$ cat src/rtl/alu_exec_seq.sv
// alu_exec_seq: RV integer execute stage with valid/ready on issue and writeback sides.
// Iterative RV-M multiply/divide is compiled in only when RV_M_EXT_EN is defined.
module alu_exec_seq #(
    parameter int unsigned XLEN = 32
) (
    input  logic            clk,
    input  logic            rst_n,
    input  logic            in_valid,
    output logic            in_ready,
    input  logic [1:0]      alu_op,
    input  logic [2:0]      fun3,
    input  logic [6:0]      fun7,
    input  logic [XLEN-1:0] op_a,
    input  logic [XLEN-1:0] op_b,
    output logic            out_valid,
    input  logic            out_ready,
    output logic [XLEN-1:0] result,
    output logic            zero,
    output logic            illegal
);
    localparam int unsigned SHW = $clog2(XLEN);

`ifdef RV_M_EXT_EN
    typedef enum logic [1:0] {IDLE = 2'd0, BUSY = 2'd1, DONE = 2'd2} state_e;
`else
    typedef enum logic [1:0] {IDLE = 2'd0, DONE = 2'd2} state_e;
`endif

    typedef enum logic [3:0] {
        F_ADD, F_SUB, F_SLL, F_SLT, F_SLTU, F_XOR, F_SRL, F_SRA, F_OR, F_AND
    } fn_e;

    state_e          state, state_d;
    logic            out_valid_d, zero_d, illegal_d;
    logic [XLEN-1:0] result_d;
    logic            accept;
    fn_e             fn;
    logic            dec_illegal;
    logic [SHW-1:0]  shamt;
    logic [XLEN-1:0] simple_res;

    function automatic fn_e base_fn(input logic [2:0] f3);
        case (f3)
            3'b000:  base_fn = F_ADD;
            3'b001:  base_fn = F_SLL;
            3'b010:  base_fn = F_SLT;
            3'b011:  base_fn = F_SLTU;
            3'b100:  base_fn = F_XOR;
            3'b101:  base_fn = F_SRL;
            3'b110:  base_fn = F_OR;
            default: base_fn = F_AND;
        endcase
    endfunction

    assign in_ready = rst_n & ((state == IDLE) | ((state == DONE) & out_ready));
    assign accept   = in_valid & in_ready;
    assign shamt    = op_b[SHW-1:0];

`ifdef RV_M_EXT_EN
    logic            dec_m;
    logic [XLEN-1:0] hi, hi_d, hi_n, lo, lo_d, lo_n, mcand, mcand_d, m_res;
    logic [SHW-1:0]  cnt, cnt_d;
    logic [2:0]      m_fun3, m_fun3_d;
    logic            m_neg_q, m_neg_q_d, m_neg_r, m_neg_r_d;
    logic            m_sa, m_sb, neg_a_in, neg_b_in;
    logic [XLEN-1:0] mag_a_in, mag_b_in;
    logic [XLEN:0]   mul_sum, div_sh, div_diff;
    logic [2*XLEN-1:0] prod, prod_s;
`endif

    // Decode alu_op/fun3/fun7 into a simple function or an M-extension request
    always_comb begin
        fn          = F_ADD;
        dec_illegal = 1'b0;
`ifdef RV_M_EXT_EN
        dec_m       = 1'b0;
`endif
        case (alu_op)
            2'b00: fn = F_ADD;
            2'b01: begin
                case (fun3[2:1])
                    2'b00:   fn = F_SUB;
                    2'b10:   fn = F_SLT;
                    2'b11:   fn = F_SLTU;
                    default: dec_illegal = 1'b1;
                endcase
            end
            2'b10: begin
                if (fun7 == 7'b0000000) begin
                    fn = base_fn(fun3);
                end else if (fun7 == 7'b0100000) begin
                    if (fun3 == 3'b000)      fn = F_SUB;
                    else if (fun3 == 3'b101) fn = F_SRA;
                    else                     dec_illegal = 1'b1;
                end else if (fun7 == 7'b0000001) begin
`ifdef RV_M_EXT_EN
                    dec_m = 1'b1;
`else
                    dec_illegal = 1'b1;
`endif
                end else begin
                    dec_illegal = 1'b1;
                end
            end
            default: begin
                fn = base_fn(fun3);
                if ((fun3 == 3'b001) && (fun7 != 7'b0000000)) dec_illegal = 1'b1;
                if ((fun3 == 3'b101) && fun7[5])              fn = F_SRA;
            end
        endcase
    end

    always_comb begin
        simple_res = '0;
        case (fn)
            F_ADD:   simple_res = op_a + op_b;
            F_SUB:   simple_res = op_a - op_b;
            F_SLL:   simple_res = op_a << shamt;
            F_SLT:   simple_res = XLEN'($signed(op_a) < $signed(op_b));
            F_SLTU:  simple_res = XLEN'(op_a < op_b);
            F_XOR:   simple_res = op_a ^ op_b;
            F_SRL:   simple_res = op_a >> shamt;
            F_SRA:   simple_res = XLEN'($signed(op_a) >>> shamt);
            F_OR:    simple_res = op_a | op_b;
            F_AND:   simple_res = op_a & op_b;
            default: simple_res = '0;
        endcase
    end

`ifdef RV_M_EXT_EN
    // Operand signs and magnitudes captured at accept
    always_comb begin
        m_sa     = (fun3 == 3'b001) || (fun3 == 3'b010) || (fun3 == 3'b100) || (fun3 == 3'b110);
        m_sb     = (fun3 == 3'b001) || (fun3 == 3'b100) || (fun3 == 3'b110);
        neg_a_in = m_sa & op_a[XLEN-1];
        neg_b_in = m_sb & op_b[XLEN-1];
        mag_a_in = neg_a_in ? -op_a : op_a;
        mag_b_in = neg_b_in ? -op_b : op_b;
    end

    // One shift-add or restoring-divide step, plus sign fix-up for the final step
    always_comb begin
        mul_sum  = {1'b0, hi} + (lo[0] ? {1'b0, mcand} : '0);
        div_sh   = {hi, lo[XLEN-1]};
        div_diff = div_sh - {1'b0, mcand};
        if (!m_fun3[2]) begin
            hi_n = mul_sum[XLEN:1];
            lo_n = {mul_sum[0], lo[XLEN-1:1]};
        end else if (!div_diff[XLEN]) begin
            hi_n = div_diff[XLEN-1:0];
            lo_n = {lo[XLEN-2:0], 1'b1};
        end else begin
            hi_n = div_sh[XLEN-1:0];
            lo_n = {lo[XLEN-2:0], 1'b0};
        end
        prod   = {hi_n, lo_n};
        prod_s = m_neg_q ? -prod : prod;
        case (m_fun3)
            3'b000:         m_res = prod_s[XLEN-1:0];
            3'b100, 3'b101: m_res = m_neg_q ? -lo_n : lo_n;
            3'b110, 3'b111: m_res = m_neg_r ? -hi_n : hi_n;
            default:        m_res = prod_s[2*XLEN-1:XLEN];
        endcase
    end
`endif

    // Next-state and registered-output logic
    always_comb begin
        state_d     = state;
        out_valid_d = out_valid;
        result_d    = result;
        zero_d      = zero;
        illegal_d   = illegal;
`ifdef RV_M_EXT_EN
        hi_d        = hi;
        lo_d        = lo;
        mcand_d     = mcand;
        cnt_d       = cnt;
        m_fun3_d    = m_fun3;
        m_neg_q_d   = m_neg_q;
        m_neg_r_d   = m_neg_r;
`endif
        case (state)
            IDLE, DONE: begin
                if ((state == DONE) && out_ready) begin
                    state_d     = IDLE;
                    out_valid_d = 1'b0;
                end
                if (accept) begin
`ifdef RV_M_EXT_EN
                    if (dec_m) begin
                        state_d     = BUSY;
                        out_valid_d = 1'b0;
                        hi_d        = '0;
                        lo_d        = fun3[2] ? mag_a_in : mag_b_in;
                        mcand_d     = fun3[2] ? mag_b_in : mag_a_in;
                        cnt_d       = '0;
                        m_fun3_d    = fun3;
                        m_neg_q_d   = (neg_a_in ^ neg_b_in) & ~(fun3[2] & (op_b == '0));
                        m_neg_r_d   = neg_a_in;
                    end else
`endif
                    begin
                        state_d     = DONE;
                        out_valid_d = 1'b1;
                        result_d    = dec_illegal ? '0 : simple_res;
                        zero_d      = dec_illegal | (simple_res == '0);
                        illegal_d   = dec_illegal;
                    end
                end
            end
`ifdef RV_M_EXT_EN
            BUSY: begin
                hi_d  = hi_n;
                lo_d  = lo_n;
                cnt_d = cnt + SHW'(1);
                if (cnt == SHW'(XLEN - 1)) begin
                    state_d     = DONE;
                    out_valid_d = 1'b1;
                    result_d    = m_res;
                    zero_d      = (m_res == '0);
                    illegal_d   = 1'b0;
                    cnt_d       = '0;
                end
            end
`endif
            default: begin
                state_d     = IDLE;
                out_valid_d = 1'b0;
            end
        endcase
    end

    always_ff @(posedge clk) begin
        if (!rst_n) begin
            state     <= IDLE;
            out_valid <= 1'b0;
            result    <= '0;
            zero      <= 1'b0;
            illegal   <= 1'b0;
`ifdef RV_M_EXT_EN
            hi        <= '0;
            lo        <= '0;
            mcand     <= '0;
            cnt       <= '0;
            m_fun3    <= '0;
            m_neg_q   <= 1'b0;
            m_neg_r   <= 1'b0;
`endif
        end else begin
            state     <= state_d;
            out_valid <= out_valid_d;
            result    <= result_d;
            zero      <= zero_d;
            illegal   <= illegal_d;
`ifdef RV_M_EXT_EN
            hi        <= hi_d;
            lo        <= lo_d;
            mcand     <= mcand_d;
            cnt       <= cnt_d;
            m_fun3    <= m_fun3_d;
            m_neg_q   <= m_neg_q_d;
            m_neg_r   <= m_neg_r_d;
`endif
        end
    end

endmodule
$ cat config.mk
export PLATFORM = sky130hd
export DESIGN_NAME = alu_exec_seq
export DESIGN_NICKNAME = d
export VERILOG_FILES = /design/src/rtl/alu_exec_seq.sv
export SDC_FILE = /design/constraint.sdc
export NUM_CORES = 1
export LEC_CHECK = 0
export ABC_AREA = 1
export BUFFER_PORTS_ARGS = -buffer_cell sky130_fd_sc_hd__buf_2
export CELL_PAD_IN_SITES_DETAIL_PLACEMENT = 2
export CELL_PAD_IN_SITES_GLOBAL_PLACEMENT = 2
export CORE_MARGIN = 3
export CORE_UTILIZATION = 29
export CTS_BUF_LIST = sky130_fd_sc_hd__clkbuf_4 sky130_fd_sc_hd__clkbuf_8
export DETAILED_ROUTE_END_ITERATION = 8
export PLACE_DENSITY = 0.77
export SYNTH_ARGS = -nofsm -noshare
export SYNTH_HDL_FRONTEND = slang
export SYNTH_SLANG_ARGS = --single-unit
$ cat constraint.sdc
create_clock -name clk -period 4 [get_ports clk]
set_input_delay 0.6 -clock clk [delete_from_list [all_inputs] [get_ports clk]]
set_output_delay 0.6 -clock clk [all_outputs]
set_load 0.02 [all_outputs]
==> results.yml, run 1 <==
timing:
  hold_viol: 0
  post-route-period-util: 0.900
  tightest_slew_ns: 1.20
  finalClockSkew_ns: 0.0120
  max_freq_mhz: 278
  post-route-min-period_ns: 3.60
  tns_ns: 0
  setup_viol: 0
  rsz0062_at_grt: "false"
  slew-limit-headroom: 0.196
  drv_slew: 0
power_and_ir_drop:
  irDropWorstVdd_uv: 128
  total_leakage_power_nw: 8.51
  finalPower_mw: 3.02
  p_per_area_nw_per_um2: 206
critical_path:
  start_kind: "input pin"
  cp_top_family: "simple AND/OR/NAND/NOR gates"
  path_cells: "buf_2, nor2_1, nand2_1, nor2_4, inv_2, nand2_1, nand3_1, nand2_4, buf_4, nor2_4, buf_12, nand2_2, nor2_1, nor2_1, nand3_1, nor2_1, nand2_1, nor2_1, nand2_1, nor2_1, nor2_1, nor2_1"
  rrSetupSlack_ns: 1.72
  worst_path_max_delay_cell: "buf_4"
  crit_required_ns: 4.25
  crit_buf_inv: 4
  r2r-end: "result[11]"
  max_stage_delay_ns: 0.39
  arrival_ns: 3.85
  crit_path_max_fanout: 35
  cp-end-kind: "flip-flop"
  crit_type: "input pin to flip-flop"
  worst_path_most_repeated_cell: "nor2_1"
  r2r.worst_path.cells: 5
  r2r_start: "out_valid"
floorplan:
  die_y_um: 218
  dieArea_um2: 47500
  num_rows: 77
  die_width_um: 218
  initial_core_util: 0.294
  coreArea_um2: 44300
  ios: 116
clock_tree:
  h-tree-depth: 2
  clock-root-buffer: "clkbuf_8"
  postCtsSetupRepairBufs: 0
  clockBufferDepth: 2
  cts_tree: "yes"
  path_clk_slew_ns: 0.09
  hold_buffers: 0
  cts_made_buffers: 5
  numClockSinks: 35
  worstSkewPairLatency_ns: 0.30
  cts_resized: 0
synth:
  ys_types: 41
  synth_cells: 2694
  synth_area_um2: 13000
  ys_top_cells_by_area: "nand2_1 29%, nand3_1 16%, ha_1 9.6%, inv_1 9.3%, nor2_1 9.0%"
  syn_nets: 2876
  ys_ff_latch: 35
  ys_warn_count: 0
  synth_top_area_cell: "nand2_1"
  seq_area_frac_synth: 0.0538
  yosysTopAreaCellShare: 0.295
  syn_avg_cell_area_um2: 4.84
routing:
  drt_iter0_markers: 1448
  dr_total_vias: 18500
  drc: 0
  wl_um: 84500
  ant_nets: 0
  vias_per_cell: 5.49
  wl_per_cell_um: 25.2
  drtPass1Iterations: 5
cells_and_area:
  fin_area_um2: 14600
  fin_nets: 2948
  syn2layout_area_growth_pct: 12.4
  fill_cells: 6004
  diodes: 0
  drive_above_1_share: 0.0904
  stdcell_count: 3359
hold_path:
  whs_endpoint: "result[2]"
  hold_depth: 2
  hold_class: "flip-flop to flip-flop"
  worstHoldStart: "result[2]"
grt:
  grt.overflow.total: 0
  grt_pass1_wl_um: 124000
  grt_pass1_vias: 19300
  antenna_found_initial: 2
  grtUsageTotal: 0.347
  grt_max_degree: 76
placed_design:
  io_buffer_count: 115
  place_inst: 3351
  gp_congestion: 0.978
  placed_cell_area_um2: 14500
  hpwl_um: 71300
run:
  cap_violations: 0
outcome:
  outcome: "finished, final reports clean"
[synthesized netlist by cell type]
master / number
a21boi_0: 1
a21o_1: 2
a21oi_1: 94
a31oi_1: 1
and2_1: 8
and3_1: 1
buf_1: 28
buf_2: 36
buf_4: 4
buf_6: 7
clkbuf_1: 64
clkbuf_2: 1
clkinv_1: 2
dfxtp_1: 35
fa_1: 2
ha_1: 100
inv_1: 322
inv_2: 10
nand2_1: 1024
nand2_2: 3
nand2_4: 4
nand3_1: 421
nand3_2: 4
nand3_4: 1
nand3b_1: 21
nand4_1: 54
nor2_1: 312
nor2_2: 5
nor2_4: 4
nor3_1: 22
nor4_1: 3
o211ai_1: 13
o21ai_0: 45
o21ai_1: 2
o21ai_2: 1
o21bai_1: 7
o221ai_1: 1
o22a_1: 1
or2_2: 3
xnor2_1: 1
xor2_1: 24
[worst reg2reg max path: stages, from the launching register on]
cell     delay (ns)
dfxtp_1        0.34
a21oi_1        0.28
nand3_1        0.20
inv_1          0.89
nand2_1        0.32
a21oi_1        0.19
[registers in the layout, indices dropped and copies added, names as in the netlist]
signal	cells
illegal	1
zero	1
out_valid	1
result	32
[stage by stage]
step	hold slack [ns]	util	setup WS (ns)
global placement	0.446	0.328	0.165
CTS	0.467	0.331	0.447
floorplan	0.533	-	0.660
global route	0.490	0.331	0.183
detailed placement	0.455	0.328	0.143
finish	0.464	0.331	0.400
[routing by layer]
layer | part of all wire | up-vias | track usage
met3 | 0.043 | 102 | 0.0217
met2 | 0.47 | 495 | 0.603
met4 | 0.035 | 0 | 0.103
met1 | 0.45 | 9248 | 0.460
met5 | 0 | - | 0
li1 | - | 8610 | -
[power breakdown]
group	total (mW)	switching, mW	internal [mW]
combinational	2.31	1.67	0.641
sequential	0.377	0.0107	0.366
clock	0.338	0.152	0.186
[cell type report]
cell class	instances	area, µm²	share of cell area
clock inverters	3	43.8	0.00299
flip-flops and latches	35	701	0.0478
repair buffers	205	1400	0.0957
inverters	334	1250	0.0856
multi-input cells	2185	10400	0.713
well taps	592	741	0.0506
clock buffers	5	68.8	0.00470
[cells by family (layout without fill, tap and decap cells)]
group	count (synthesis)	after routing	share of synthesized area
buf+inv	474	547	0.145
xor+xnor	25	25	0.0168
flops	35	35	0.0538
compound gates	168	168	0.0699
simple gates	1890	1890	0.615
fa+ha+maj	102	102	0.0991
[how the worst max path moves through the flow]
stage / startpoint / end / slack, ns / cells past startpoint
after floorplan: op_b[4] / zero / 0.66 / 24
after global placement: op_a[18] / zero / 0.16 / 22
after detailed placement: op_b[3] / zero / 0.14 / 24
after CTS: op_b[3] / zero / 0.45 / 24
after global routing: op_a[2] / zero / 0.18 / 23
final: fun7[1] / zero / 0.40 / 22
[cells in the final DEF (no fill, tap or decap), types with 45 or more instances in the layout]
| cell | Yosys | routed |
|---|---|---|
| nand2_1 | 1024 | 1024 |
| nand3_1 | 421 | 421 |
| inv_1 | 322 | 319 |
| nor2_1 | 312 | 312 |
| buf_2 | 36 | 115 |
| ha_1 | 100 | 100 |
| a21oi_1 | 94 | 94 |
| buf_4 | 4 | 78 |
| nand4_1 | 54 | 54 |
| o21ai_0 | 45 | 45 |
Power figures use the tool's default switching activity.
==> run 2: changes to the inputs <==
CELL_PAD_IN_SITES_DETAIL_PLACEMENT = 1   (was 2)
CELL_PAD_IN_SITES_GLOBAL_PLACEMENT = 1   (was 2)
PLACE_DENSITY = 0.59   (was 0.77)
==> run 2 against run 1 <==
The flow now finishes with violations (setup timing). Worst setup slack worse by 0.43 ns. Largest cell class unchanged. Combinational power down 3%. Sequential power about the same. Via count down 1.7%. Final cell count up 0.30%. First-iteration DRC count up 17%. Final area about the same.
==> results.yml, run 2 (synthesis gave the netlist of run 1 again) <==
power_and_ir_drop:
  irDropWorstVdd_uv: 120
  total_leakage_power_nw: 8.53
  finalPower_mw: 2.94
  p_per_area_nw_per_um2: 201
cells_and_area:
  multi_input_area_um2: 10400
  largest_register: "result"
  final_common_cell: "nand2_1"
  drive_above_1_share: 0.0933
  fin_nets: 2957
  fill_cells: 6440
  mostFrequentLayoutCells: "1024 x nand2_1, 421 x nand3_1, 319 x inv_1"
  largest_reg_flops: 32
  final-seq-area_um2: 701
  syn2layout_area_growth_pct: 12.5
  fin_area_um2: 14700
clock_tree:
  cts_tree: "yes"
  postCtsSetupRepairBufs: 0
  cts_made_buffers: 5
  h-tree-depth: 2
  clock-root-buffer: "clkbuf_8"
  worstSkewPairLatency_ns: 0.28
  path_clk_slew_ns: 0.07
  clockBufferDepth: 2
  cts_resized: 0
  hold_buffers: 0
  numClockSinks: 35
routing:
  drc: 0
  wl_um: 78400
  drtPass1Iterations: 5
  ant_nets: 0
  dr_total_vias: 18100
  vias_per_cell: 5.38
  wl_per_cell_um: 23.3
  drt_iter0_markers: 1689
critical_path:
  crit_required_ns: 4.23
  r2r.worst_path.cells: 5
  crit_path_max_fanout: 25
  crit_type: "input pin to flip-flop"
  arrival_ns: 4.25
  start_kind: "input pin"
  cp-end-kind: "flip-flop"
  rrSetupSlack_ns: 1.94
  r2r-end: "result[27]"
  r2r_start: "out_valid"
outcome:
  violations: "setup timing"
  outcome: "finished, violations left"
timing:
  post-route-period-util: 1.01
  post-route-min-period_ns: 4.02
  finalClockSkew_ns: 0.00563
  setup_viol: 1
  rsz0062_at_grt: "false"
  max_freq_mhz: 248
  worst_slack_ns: -0.0250
  holdWs_ns: 0.463
  tightest_slew_ns: 1.15
  hold_viol: 0
  drv_slew: 0
  slew-limit-headroom: 0.228
grt:
  grt_max_degree: 77
  antenna_found_initial: 3
  grt_pass1_wl_um: 116000
  grtUsageTotal: 0.322
  grt_pass1_vias: 18100
  grt.overflow.total: 0
hold_path:
  whs_endpoint: "illegal"
  worstHoldStart: "illegal"
  hold_depth: 2
  hold_class: "flip-flop to flip-flop"
floorplan:
  die_y_um: 218
  dieArea_um2: 47500
  initial_core_util: 0.294
  coreArea_um2: 44300
  num_rows: 77
  die_width_um: 218
  ios: 116
placed_design:
  placed_cell_area_um2: 14500
  io_buffer_count: 115
  hpwl_um: 66200
  gp_congestion: 1.02
run:
  cap_violations: 0
run 2: changes by cell type in the layout (fill, tap and decap cells not counted), sizes merged:
| cell | before | now |
|---|---|---|
| buf | 205 | 214 |
| clkbuf | 5 | 6 |
| clkinv | 5 | 4 |
| diode | 0 | 1 |
run 2: worst max path at each step:
stage,from,to,slack [ns],cells past startpoint
2_1_floorplan,op_b[4],zero,0.66,24
5_1_grt,op_b[0],zero,0.03,18
3_3_place_gp,op_b[0],zero,-0.09,18
4_1_cts,op_b[0],zero,0.29,18
6_report,op_b[0],zero,-0.02,18
3_5_place_dp,op_b[0],zero,-0.0006,18
run 2: worst max-delay path, cell delays in order:
cell,delay [ns]
buf_2,0.24
buf_4,0.40
nand2_1,0.35
o21ai_0,0.40
o21ai_0,0.37
nand2_1,0.17
nand3_1,0.12
a31oi_1,0.39
nor2_1,0.19
nor2_1,0.21
nand3_1,0.19
nor2_1,0.16
nand2_1,0.06
nor2_1,0.09
nand2_1,0.06
nor2_1,0.09
nor2_1,0.04
nor2_1,0.07
run 2: stage by stage:
stage               utilization   TNS [ns]  setup WS (ns)  cells
finish                    0.331    -0.0250        -0.0250   3369
global route              0.331          0         0.0261   3368
CTS                       0.331          0          0.288   3368
detailed placement        0.328  -0.000611      -0.000611   3360
global placement          0.328    -0.0912        -0.0912   3360
floorplan                     -          0          0.660   2694
run 2: power by group:
part | internal (mW) | leakage [nW] | switching (mW)
Combinational | 0.637 | 8.19 | 1.60
Clock | 0.202 | 0.0612 | 0.127
Sequential | 0.366 | 0.284 | 0.0106
run 2: final cells by class:
type / instances / area share
Tap cell: 592 / 0.0505
Timing Repair Buffer: 214 / 0.0959
Clock inverter: 2 / 0.00239
Clock buffer: 6 / 0.00563
Multi-Input combinational cell: 2185 / 0.712
Sequential cell: 35 / 0.0478
Antenna cell: 1 / 0.000171
Inverter: 334 / 0.0855
run 2: metal layers:
layer | routed length, µm | part of all wire | track usage | vias to the layer above
met5 | 0 | 0 | 0 | -
met4 | 3120 | 0.040 | 0.107 | 0
met3 | 5110 | 0.065 | 0.0403 | 112
met2 | 35700 | 0.45 | 0.530 | 614
met1 | 34500 | 0.44 | 0.434 | 8789
li1 | - | - | - | 8618
